==> config.mk <==
export PLATFORM = sky130hd
export DESIGN_NAME = dmux16_router
export DESIGN_NICKNAME = d
export VERILOG_FILES = /design/src/rtl/dmux16_router.sv
export SDC_FILE = /design/constraint.sdc
export NUM_CORES = 1
export LEC_CHECK = 0
export BUFFER_PORTS_ARGS = -buffer_cell sky130_fd_sc_hd__buf_2
export CAP_MARGIN = 10
export CORE_MARGIN = 5
export CORE_UTILIZATION = 45
export CTS_CLUSTER_DIAMETER = 150
export DETAILED_ROUTE_END_ITERATION = 8
export PLACE_DENSITY = 0.74
export SYNTH_ARGS = -nofsm -noshare
export SYNTH_HDL_FRONTEND = slang
export SYNTH_SLANG_ARGS = --single-unit
==> constraint.sdc <==
create_clock -name clk -period 3.3 [get_ports clk]
set_input_delay 0.165 -clock clk [delete_from_list [all_inputs] [get_ports clk]]
set_output_delay 0.165 -clock clk [all_outputs]
set_load 0.05 [all_outputs]
==> src/rtl/dmux16_router.sv <==
`default_nettype none
// ============================================================================
// Module      : dmux16_router
// Description : Routes 16-bit words from one valid/ready input to one of two
//               back-pressured output channels, each with a 2-entry FIFO and
//               a delivered-word counter.
// Revision    : 1.0 - initial release
// ============================================================================
module dmux16_router #(
    parameter int DEPTH = 2
) (
    input  logic        clk,
    input  logic        rst,
    input  logic [15:0] in_data,
    input  logic        in_sel,
    input  logic        in_valid,
    output logic        in_ready,
    output logic [15:0] a_data,
    output logic        a_valid,
    input  logic        a_ready,
    output logic [15:0] b_data,
    output logic        b_valid,
    input  logic        b_ready,
    output logic [15:0] a_count,
    output logic [15:0] b_count
);

    localparam logic [1:0] c_full_occ = 2'(DEPTH);

    logic [1:0]  w_full;
    logic [1:0]  w_valid;
    logic [1:0]  w_push;
    logic [1:0]  w_pop;
    logic [1:0]  w_ready_out;
    logic [15:0] w_head  [2];
    logic [15:0] w_count [2];

    // Ready looks only at the selected FIFO, so a full FIFO never blocks the other
    assign in_ready = !rst && (in_sel ? !w_full[1] : !w_full[0]);

    assign w_push[0]      = in_valid && in_ready && !in_sel;
    assign w_push[1]      = in_valid && in_ready &&  in_sel;
    assign w_ready_out[0] = a_ready;
    assign w_ready_out[1] = b_ready;
    assign w_pop          = w_valid & w_ready_out;

    for (genvar g = 0; g < 2; g++) begin : g_ch
        logic [15:0] r_mem [DEPTH];
        logic        r_wptr;
        logic        r_rptr;
        logic [1:0]  r_occ;
        logic [15:0] r_count;

        always_ff @(posedge clk or posedge rst) begin
            if (rst) begin
                r_mem[0] <= 16'h0000;
                r_mem[1] <= 16'h0000;
                r_wptr   <= 1'b0;
                r_rptr   <= 1'b0;
                r_occ    <= 2'd0;
                r_count  <= 16'h0000;
            end else begin
                if (w_push[g]) begin
                    r_mem[r_wptr] <= in_data;
                    r_wptr        <= ~r_wptr;
                end
                if (w_pop[g]) begin
                    r_rptr  <= ~r_rptr;
                    r_count <= r_count + 16'd1;
                end
                case ({w_push[g], w_pop[g]})
                    2'b10:   r_occ <= r_occ + 2'd1;
                    2'b01:   r_occ <= r_occ - 2'd1;
                    default: r_occ <= r_occ;
                endcase
            end
        end

        assign w_full[g]  = (r_occ == c_full_occ);
        assign w_valid[g] = (r_occ != 2'd0);
        // Empty FIFO presents zero rather than a stale entry
        assign w_head[g]  = w_valid[g] ? r_mem[r_rptr] : 16'h0000;
        assign w_count[g] = r_count;
    end

    assign a_valid = w_valid[0];
    assign b_valid = w_valid[1];
    assign a_data  = w_head[0];
    assign b_data  = w_head[1];
    assign a_count = w_count[0];
    assign b_count = w_count[1];

endmodule
`default_nettype wire

=== After elaboration in Yosys (flattened, before gate mapping) ===
Cells that the tools add are included.

* Register bits: 104
* Input bits: 22
* Output and inout bits: 67
* Logic and storage cells: 70

* $add $sub $neg: 6
* Magnitude comparators: 6
* Equality and inequality tests: 6
* Muxes and demuxes: 17
* Bitwise gates (word level): 9
* Reductions and logical operators: 14

{| class="wikitable"
|+ Operators by type and width
! kind !! count
|-
| two-way mux 16 bit || 10
|-
| bitwise mux 32 bit || 2
|-
| adder 16 x 1 -> 16 bit, second input constant || 2
|-
| demux 16 bit (select 1 bit) || 2
|-
| == test 2 bit, second input constant || 4
|-
| greater-or-equal comparator 2 bit, second input constant || 4
|-
| inverter 1 -> 2 bit || 4
|-
| case mux 2 bit (2 select lines) || 2
|-
| nonzero test 2 bit || 4
|-
| logical AND 1 bit || 6
|-
| adder 2 x 1 -> 2 bit, second input constant || 2
|-
| == test 2 x 1 -> 1 bit, second input constant || 2
|-
| zero test 1 bit || 4
|-
| < comparator 2 x 1 -> 1 bit, second input constant || 2
|-
| inverter 1 bit || 4
|-
| subtractor 2 x 1 -> 2 bit, second input constant || 2
|-
| bitwise AND 2 bit || 1
|-
| two-way mux 1 bit || 1
|}

=== Longest topological paths before layout ===
Gate-level depths: netlist of run 1.

* Depth in word-level cells: 8
* Gate-level depth with buffers: 8
* Mapped depth without buffers: 7

=== Worst setup path before layout of run 1 ===
OpenSTA, ideal clock, no wires.

* Kind: reg2reg
* Start: reg g_ch[0].r_count[4] (netlist: a_count[4])
* End: reg g_ch[0].r_count[12] (netlist: a_count[12])
* Setup time: 0.141 ns
* Arrival time: 1.598 ns
* Setup slack: 1.561 ns
* Cell stages (with the launch flop): 5
* Clock period less this slack: 1.739 ns
* Cell sequence: dfrtp_1 nand4_1 nor4_2 nand3_1 xnor2_1

* Longest elaborated chain between the ends: 1

{| class="wikitable"
|+ Ends and longest elaborated chain
! item !! RTL line !! text
|-
| start: declaration || 52 || <nowiki>logic [15:0] r_count;</nowiki>
|-
| start signal: assignment || 69 || <nowiki>r_count <= r_count + 16'd1;</nowiki>
|-
| adder 16 x 1 -> 16 bit || 69 ||
|}

Every way passes these cells.
A chain may end at the register's enable or synchronous reset.

=== Final worst setup path of run 1 ===
* Start: reg g_ch[0].r_rptr
* End: out a_data[5]

* Longest elaborated chain between the ends: 5

{| class="wikitable"
|+ Ends and longest elaborated chain
! item !! RTL line !! text
|-
| start: declaration || 50 || <nowiki>logic r_rptr;</nowiki>
|-
| start signal: assignment || 68 || <nowiki>r_rptr <= ~r_rptr;</nowiki>
|-
| inverter 1 -> 2 bit (not written as such) || 82 || <nowiki>assign w_head[g] = w_valid[g] ? r_mem[r_rptr] : 16'h0000;</nowiki>
|-
| two-way mux 16 bit (not written as such) (3 in a row) || 82 ||
|-
| two-way mux 16 bit || 82 ||
|-
| end: declaration || 18 || <nowiki>output logic [15:0] a_data,</nowiki>
|}

Every way passes these cells. The select of a mux whose other input is x is not followed.

==> results of run 1 <==
layout make-up:
| type | count | area [um2] |
|---|---|---|
| Inverter | 7 | 28.8 |
| Clock buffer | 12 | 145 |
| Clock inverter | 4 | 30.0 |
| Timing Repair Buffer | 93 | 480 |
| Fill cell | 928 | 4820 |
| Tap cell | 136 | 170 |
| Multi-Input combinational cell | 242 | 2050 |
| Sequential cell | 104 | 2600 |
cells in the final DEF, fill, tap and decap left out, drive strengths merged, types with 8 or more instances in the layout:
master and n:
xnor2 32, nand3 11, nand4 10, dfrtp 104, mux2i 32, xor2 8
nor2 46, mux2 65, nand2 17, buf 92, clkbuf 12
logic make-up (layout without fill, tap and decap cells):
group,after synthesis,after routing,share of synthesized area (%)
compound gates,2,2,0.289
xor+xnor,40,40,7.35
fa+ha+maj,4,4,1.05
buf+inv,20,116,2.49
flops,104,104,54.6
mux,97,97,22.9
simple gates,99,99,11.3
state kept, by name, indices dropped and copies added, names as in the netlist:
register,flops
g_ch.r_mem,64
g_ch.r_occ,4
a_count,16
g_ch.r_wptr,2
b_count,16
g_ch.r_rptr,2
how the worst max path moves through the flow:
stage,to,depth (start not counted)
floorplan,a_count[0],1
global placement,b_data[15],3
detailed placement,a_data[5],3
CTS,a_data[5],3
global route,a_data[5],3
finish,a_data[5],3
per-stage QoR:
step                      instances  setup WS, ns  utilization, %  hold WS [ns]
after global routing            598         0.934            53.3        0.0551
after detailed placement        581          1.45            51.5         0.393
after CTS                       598          1.03            53.3        0.0623
after global placement          581          1.48            51.5         0.379
final                           598          1.07            53.3        0.0737
after floorplan                 366         0.403               -         0.313
layer usage:
layer / track usage, % / up-vias / wire length, um
li1: - / 1420 / -
met1: 20.4 / 1479 / 4260
met2: 26.7 / 77 / 4680
met3: 4.17 / 12 / 526
met4: 4.33 / 0 / 114
met5: 0 / - / 0
repair_timing:
item | CTS | global route
setup endpoints to repair | 0 | 0
endpoints found under the hold margin | 56 | 0
hold buffers | 1 | 0
==> impl_metrics.toml, run 1 <==
[run_status]
run_status = "completed"

[routing]
dr.pass1.iters = 4
detailedRoute.firstIterationViolations = 138
routed_wl_um = 9590
post_drt_via_cell_ratio = 5.00
num_vias = 2988
antenna_violating_nets_post_route = 0
drt_drc_violations_left = 0
routed_wire_length_per_instance_um = 16.0

[die]
design.die.area_um2 = 12700
top_level_ports = 89
initial_core_util_pct = 46.2
std_cell_rows = 37
die_h_um = 113
core_region_area_um2 = 10300
fp.dieW_um = 113

[worst_setup_path]
cp_data_arrival_time_ns = 2.06
rr_worst_depth = 5
crit_path_cell_trace = "mux2i_1 -> nor2_1 -> buf_2"
worst-endpoint-required_ns = 3.13
setup.worst_path.start = "g_ch[0].r_rptr"
cp_num_buf_inv = 1
reg2reg_slack_ns = 1.54
setup.worst_path.end_class = "primary output"
reg2reg_to = "g_ch[0].r_mem[30]"
critical-path-top-delay-family = "flip-flops"
path_max_fanout = 17
worstReg2RegStart = "g_ch[0].r_occ[1]"
path_class = "register to primary output"
crit_path_top_delay_cell = "sky130_fd_sc_hd__dfrtp_1"
startpoint_type = "register"
cpPeakStageDelay_ns = 1.04

[cells_and_area]
layout-drive-gt1-share_pct = 40.3
area_delta_synth_final_pct = 15.5
design.final.nets = 483
insertedDiodeCount = 0
final_cell_area_um2 = 5500

[clocking]
tritoncts.num_buffers = 9
level_count_of_the_clock_h_tree = 3
tritoncts = "done"
cts_resized = 0
cts.reportedPaths.clkPinSlew_ns = 0.09
cts-root-to-sink-buffers = 2
cts_post_setup_buffers_inserted = 0
clock_latency_ns = 0.36
clk_root_buffer_cell = "sky130_fd_sc_hd__clkbuf_8"
tritoncts_sinks = 104

[logic_synthesis]
netlist_top_cells_count = "104 x sky130_fd_sc_hd__dfrtp_1, 55 x sky130_fd_sc_hd__mux2_2, 44 x sky130_fd_sc_hd__nor2_1, 32 x sky130_fd_sc_hd__mux2i_1, 32 x sky130_fd_sc_hd__xnor2_1"
synth-main-ff-cell = "sky130_fd_sc_hd__dfrtp_1"
yosys.cell_count.top_type = "sky130_fd_sc_hd__dfrtp_1"
yosys_warnings = 0
netlist_instances = 366
synth_top_cells_by_area = "sky130_fd_sc_hd__dfrtp_1 55%, sky130_fd_sc_hd__mux2_2 13%, sky130_fd_sc_hd__mux2i_1 6.7%, sky130_fd_sc_hd__xnor2_1 5.9%, sky130_fd_sc_hd__nor2_1 3.5%"
netlist-cell-type-count = 38
synth.ff_latch_count = 104
synth_largest_type_area_fraction_pct = 54.6
synth_largest_area_cell = "sky130_fd_sc_hd__dfrtp_1"
syn-cell-area_um2 = 4760
synthesized_area_per_cell_um2 = 13.0
ys_async_sr_fraction_pct = 100
synth-edff-count = 0
synth_nets = 392
synth-seq-area-share_pct = 54.6

[grt]
global_route_congestion_overflow_total = 0
grt_antenna_before_repair = 0
grt_use_total_pct = 15.9
largest_net_degree_at_the_start_of_global_routing = 65
first_global_vias = 3179
global_route_wire_length_before_repair_um = 16200

[timing]
final.setup_skew_ns = 0.00528
max_clk_rate_mhz = 449
worst_slew_pin_tran_ns = 1.04
grt_setup_unrepaired = "false"
slew_violations = 0
post-route-min-period_ns = 2.23
hold_violations = 0
finalSetupViolCount = 0
period_share_pct = 67.5
setup_tns_ns = 0
worst_slew_margin_rel_pct = 30.5

[placed_design]
placement.cell_area_um2 = 5320
place.port_buffers = 88
dpl.hpwl_um = 6750
place.gp.congestion = 0.705

[worst_hold_path]
worst_hold_path_endpoint = "g_ch[0].r_mem[21]"
hold_path_depth = 2
timing.hold.worst.start = "in_data[5]"
timing.hold.worst.class = "primary input to register"

[run]
max_cap_violations = 0
Power of run 1 is left out: the tool's default activity adds up to more than one toggle a clock period on the data nets, which glitch-free logic cannot reach.
==> run 2, diff against run 1 <==
- PLACE_DENSITY: 0.74 -> 0.76
- clock period: 3.3 -> 1.81 ns (I/O delays scaled with it)
==> run 2 against run 1 <==
Non-clock buffer count increased by 17. Die area unchanged. Flip-flop and latch count unchanged. Final cell count increased by 2.8%. Final area increased by 3.6%. Via count increased by 2.8%. Critical path depth increased by 2. Highest routed layer unchanged. Global-route usage about the same. Wire length increased by 1.1%.
==> impl_metrics.toml, run 2 (synthesis results as in run 1) <==
[run_status]
run_status = "completed"

[routing]
dr.pass1.iters = 4
drt_drc_violations_left = 0
post_drt_via_cell_ratio = 5.00
antenna_violating_nets_post_route = 0
num_vias = 3072
routed_wl_um = 9690
routed_wire_length_per_instance_um = 15.8
detailedRoute.firstIterationViolations = 189

[cells_and_area]
fin_cells = 615
area_delta_synth_final_pct = 19.6
layout.area.seq_um2 = 2600
layout.filler_cells = 901
largest_register_ff_count = 64
layout-drive-gt1-share_pct = 41.3
insertedDiodeCount = 0
total_area_of_multi_input_combinational_cells_um2 = 2050
most_frequent_standard_cell_in_the_layout_excluding_fill_and_tap_cells = "sky130_fd_sc_hd__dfrtp_1"
design.final.nets = 500
largest-register = "g_ch.r_mem"
final_cell_area_um2 = 5700
layout.cells.most_common_list = "103 x sky130_fd_sc_hd__dfrtp_1, 88 x sky130_fd_sc_hd__buf_2, 55 x sky130_fd_sc_hd__mux2_2"

[worst_setup_path]
cp_data_arrival_time_ns = 1.95
reg2reg_slack_ns = 0.11
startpoint_type = "register"
path_class = "register to register"
setup.worst_path.end_class = "register"
path_max_fanout = 16
worst-endpoint-required_ns = 2.07

[run]
max_cap_violations = 0

[grt]
grt_use_total_pct = 15.9
grt_antenna_before_repair = 0
global_route_congestion_overflow_total = 0
largest_net_degree_at_the_start_of_global_routing = 58
first_global_vias = 3213
global_route_wire_length_before_repair_um = 16400

[clocking]
tritoncts.num_buffers = 9
cts.reportedPaths.clkPinSlew_ns = 0.10
clock_latency_ns = 0.36
clk_root_buffer_cell = "sky130_fd_sc_hd__clkbuf_8"
level_count_of_the_clock_h_tree = 3
tritoncts = "done"
tritoncts_sinks = 104
cts_post_setup_buffers_inserted = 0
cts-root-to-sink-buffers = 2

[power]
max-vdd-ir-drop_uv = 1700
cellPowerDensity_nw_per_um2 = 2040
leakage_uw = 0.00277

[timing]
max_clk_rate_mhz = 589
period_share_pct = 93.8
worst_slew_pin_tran_ns = 0.434
grt_setup_unrepaired = "false"
slew_violations = 0
worst_slew_margin_rel_pct = 71.1
post-route-min-period_ns = 1.70
hold_violations = 0
final.setup_skew_ns = 0.0125
finalSetupViolCount = 0
setup_tns_ns = 0
hold-worst-slack_ns = 0.0154

[die]
design.die.area_um2 = 12700
initial_core_util_pct = 46.2
top_level_ports = 89
std_cell_rows = 37
core_region_area_um2 = 10300
die_h_um = 113
fp.dieW_um = 113

[placed_design]
dp.cells = 590
place.gp.congestion = 0.752
placement.cell_area_um2 = 5400
place.port_buffers = 88
dpl.hpwl_um = 6980

[worst_hold_path]
timing.hold.worst.class = "primary input to register"
==> run 2: cell types whose count changed in the layout (fill, tap and decap cells not counted), sizes merged <==
| cell | before | now |
|---|---|---|
| buf | 92 | 101 |
| dlygate4sd3 | 1 | 9 |
| clkbuf | 12 | 10 |
| bufinv | 0 | 1 |
| inv | 7 | 8 |
==> run 2: path summary, 6_finish.rpt <==
path	endpoint	depth (start not counted)	start
min in group asynchronous	g_ch[1].r_mem[27]	3	rst
max in group asynchronous	a_count[1]	4	rst
worst min-delay path	g_ch[1].r_mem[31]	2	in_data[15]
worst max register to register	g_ch[0].r_mem[29]	5	g_ch[0].r_occ[1]
worst min register to register	a_count[15]	1	a_count[15]
worst max-delay path	g_ch[0].r_mem[29]	5	g_ch[0].r_occ[1]
==> run 2: power by group <==
group          leakage (uW)  internal (uW)  switching [uW]
combinational       0.00138           2020            4140
sequential          0.00128           3270             706
clock              0.000107            686             802
==> run 2: cell type report <==
| class | instances | share of cell area, % |
|---|---|---|
| Inverter | 7 | 0.527 |
| Multi-Input combinational cell | 242 | 36.0 |
| Tap cell | 136 | 2.99 |
| Clock inverter | 6 | 1.16 |
| Timing Repair Buffer | 110 | 11.2 |
| Sequential cell | 104 | 45.7 |
| Clock buffer | 10 | 2.41 |
==> run 2: timing repair <==
action	in CTS	in global routing
hold buffers	9	0
resized for setup	0	2
hold endpoints to repair	39	0
endpoints found under the setup margin	0	13
==> run 2: per-layer routing <==
layer | vias up | global-route usage (%) | share of wire [%]
met5 | - | 0 | 0
met3 | 5 | 4.55 | 5.6
li1 | 1463 | - | -
met4 | 0 | 3.37 | 0.86
met1 | 1529 | 20.2 | 44
met2 | 75 | 27.1 | 49
==> run 2: worst max-delay path: stages, from the launching register on <==
cell,delay [ns]
sky130_fd_sc_hd__dfrtp_1,0.43
sky130_fd_sc_hd__nor2b_4,0.15
sky130_fd_sc_hd__nor3_4,0.20
sky130_fd_sc_hd__inv_2,0.11
sky130_fd_sc_hd__nor2_8,0.32
sky130_fd_sc_hd__mux2_2,0.38
==> run 2: stage by stage <==
step	worst slack, ns	util [%]	power [uW]
after floorplan	0.0714	-	8710
after global placement	0.149	52.3	10000
after detailed placement	0.0994	52.3	10200
after CTS	0.0301	55.1	11700
after global routing	0.0410	55.2	12300
final	0.113	55.2	11600
Note: power is estimated with default switching activity, not from simulation.
==> run 3, diff against run 2 <==
- CORE_ASPECT_RATIO: unset -> 1.1
- GPL_TIMING_DRIVEN: unset -> 0
- REMOVE_ABC_BUFFERS: unset -> 1
==> run 3 against run 2 <==
Final area increased by 2.2%. Flip-flop and latch count unchanged. Wire length increased by 2.0%. Via count decreased by 0.72%. Clock power increased by 44%. Critical endpoint is now b_data[0]. Highest routed layer unchanged.
==> impl_metrics.toml, run 3 (synthesis results as in run 1) <==
[run_status]
run_status = "completed"

[routing]
detailedRoute.firstIterationViolations = 114
dr.pass1.iters = 4
num_vias = 3050
antenna_violating_nets_post_route = 0
routed_wire_length_per_instance_um = 16.2
post_drt_via_cell_ratio = 4.99
routed_wl_um = 9880
drt_drc_violations_left = 0

[worst_setup_path]
rr_worst_depth = 6
cp_data_arrival_time_ns = 1.61
startpoint_type = "register"
setup.worst_path.start = "g_ch[1].r_occ[0]"
reg2reg_to = "g_ch[0].r_mem[19]"
worstReg2RegStart = "g_ch[0].r_occ[1]"
setup.worst_path.end_class = "primary output"
reg2reg_slack_ns = 0.15
path_class = "register to primary output"
worst-endpoint-required_ns = 1.72
path_max_fanout = 12

[power]
p_int_uw = 6630
comb_power_share_pct = 48.4
cellPowerDensity_nw_per_um2 = 2110
leakage_uw = 0.00281
power.share.switching_pct = 46.1
power.clock.fraction_pct = 17.4
p_seq_share_pct = 34.2
max-vdd-ir-drop_uv = 1560
total_switching_power_uw = 5670

[timing]
period_share_pct = 94.0
hold_violations = 0
hold-worst-slack_ns = 0.0204
post-route-min-period_ns = 1.70
final.setup_skew_ns = 0.00617
grt_setup_unrepaired = "false"
slew_violations = 0
worst_slew_margin_rel_pct = 69.1
finalSetupViolCount = 0
worst_slew_pin_tran_ns = 0.464
max_clk_rate_mhz = 588

[grt]
grt_use_total_pct = 16.2
global_route_wire_length_before_repair_um = 16300
grt_antenna_before_repair = 0
global_route_congestion_overflow_total = 0
largest_net_degree_at_the_start_of_global_routing = 70
first_global_vias = 3244

[placed_design]
place.gp.congestion = 0.752
placement.cell_area_um2 = 5340
place.port_buffers = 88
dpl.hpwl_um = 6690

[worst_hold_path]
worst_hold_path_endpoint = "g_ch[0].r_mem[12]"
timing.hold.worst.start = "in_data[12]"
hold_path_depth = 2
timing.hold.worst.class = "primary input to register"

[die]
std_cell_rows = 39
fp.dieW_um = 108
die_h_um = 118
core_region_area_um2 = 10400
design.die.area_um2 = 12700
top_level_ports = 89
initial_core_util_pct = 45.8

[cells_and_area]
layout.cells.most_common_list = "100 x sky130_fd_sc_hd__dfrtp_1, 88 x sky130_fd_sc_hd__buf_2, 55 x sky130_fd_sc_hd__mux2_2"
insertedDiodeCount = 0
final_core_utilization_pct = 56.0
largest-register = "g_ch.r_mem"
most_frequent_standard_cell_in_the_layout_excluding_fill_and_tap_cells = "sky130_fd_sc_hd__dfrtp_1"
design.final.nets = 489
final_cell_area_um2 = 5830
largest_register_ff_count = 64
area_delta_synth_final_pct = 22.3
layout-drive-gt1-share_pct = 42.7

[clocking]
clk_root_buffer_cell = "sky130_fd_sc_hd__clkbuf_16"
cts.reportedPaths.clkPinSlew_ns = 0.07
tritoncts_sinks = 104
tritoncts = "done"
cts-root-to-sink-buffers = 2
level_count_of_the_clock_h_tree = 3
clock_latency_ns = 0.34
tritoncts.num_buffers = 9

[run]
max_cap_violations = 0
-- run 3: changes by cell type in the layout (fill, tap and decap cells not counted), sizes merged --
cell / delta
clkbuf: +4
inv: -1
bufinv: +1
clkinvlp: -1
clkinv: -3
dlygate4sd3: -8
buf: -3
-- run 3: timing repair --
action,CTS,global route
buffers inserted,0,8
hold endpoints to repair,35,0
pin swaps,1,6
hold buffers,1,0
setup endpoints to repair,35,23
resized for setup,8,4
-- run 3: routing by layer --
metal,routed length (um),vias up,GRT usage [%]
met3,481,10,3.51
met2,4850,70,26.4
met4,126,0,6.16
met5,0,-,0
met1,4420,1530,21.0
li1,-,1440,-
-- run 3: how the worst max path moves through the flow --
stage	endpoint	cells past startpoint
3_5_place_dp	g_ch[1].r_occ[1]	5
4_1_cts	g_ch[0].r_mem[29]	5
2_1_floorplan	a_count[0]	1
3_3_place_gp	g_ch[1].r_mem[14]	2
5_1_grt	g_ch[0].r_occ[1]	7
6_report	b_data[0]	4
-- run 3: power groups by stage --
| stage | sequential [uW] | combinational (uW) | clock (uW) |
|---|---|---|---|
| 3_5_place_dp | 4210 | 5880 | 0 |
| 3_3_place_gp | 4120 | 5740 | 0 |
| 6_report | 4210 | 5950 | 2140 |
| 4_1_cts | 4210 | 5900 | 2200 |
| 5_1_grt | 4360 | 6330 | 2280 |
| 2_1_floorplan | 4430 | 4180 | 0 |
-- run 3: cell type report --
class / count / area, um2
inverters: 7 / 28.8
flip-flops and latches: 104 / 2610
fillers: 885 / 4570
multi-input cells: 242 / 2080
repair buffers: 99 / 591
clock buffers: 14 / 274
well taps: 143 / 179
clock inverters: 2 / 60.1
-- run 3: through the flow --
step	TNS [ns]	setup slack, ns	instances	total power, uW
floorplan	-105.83	-1.01	353	8610
global placement	-248.17	-2.12	584	9860
detailed placement	-0.109	-0.0800	586	10100
CTS	0	0.00527	603	12300
global route	0	0.00189	611	13000
finish	0	0.109	611	12300
-- run 3: worst max-delay path: stages (launching register included) --
cell                      delay (ns)
sky130_fd_sc_hd__dfrtp_1        0.44
sky130_fd_sc_hd__nor2_4         0.33
sky130_fd_sc_hd__buf_8          0.20
sky130_fd_sc_hd__nor2_1         0.08
sky130_fd_sc_hd__buf_2          0.21
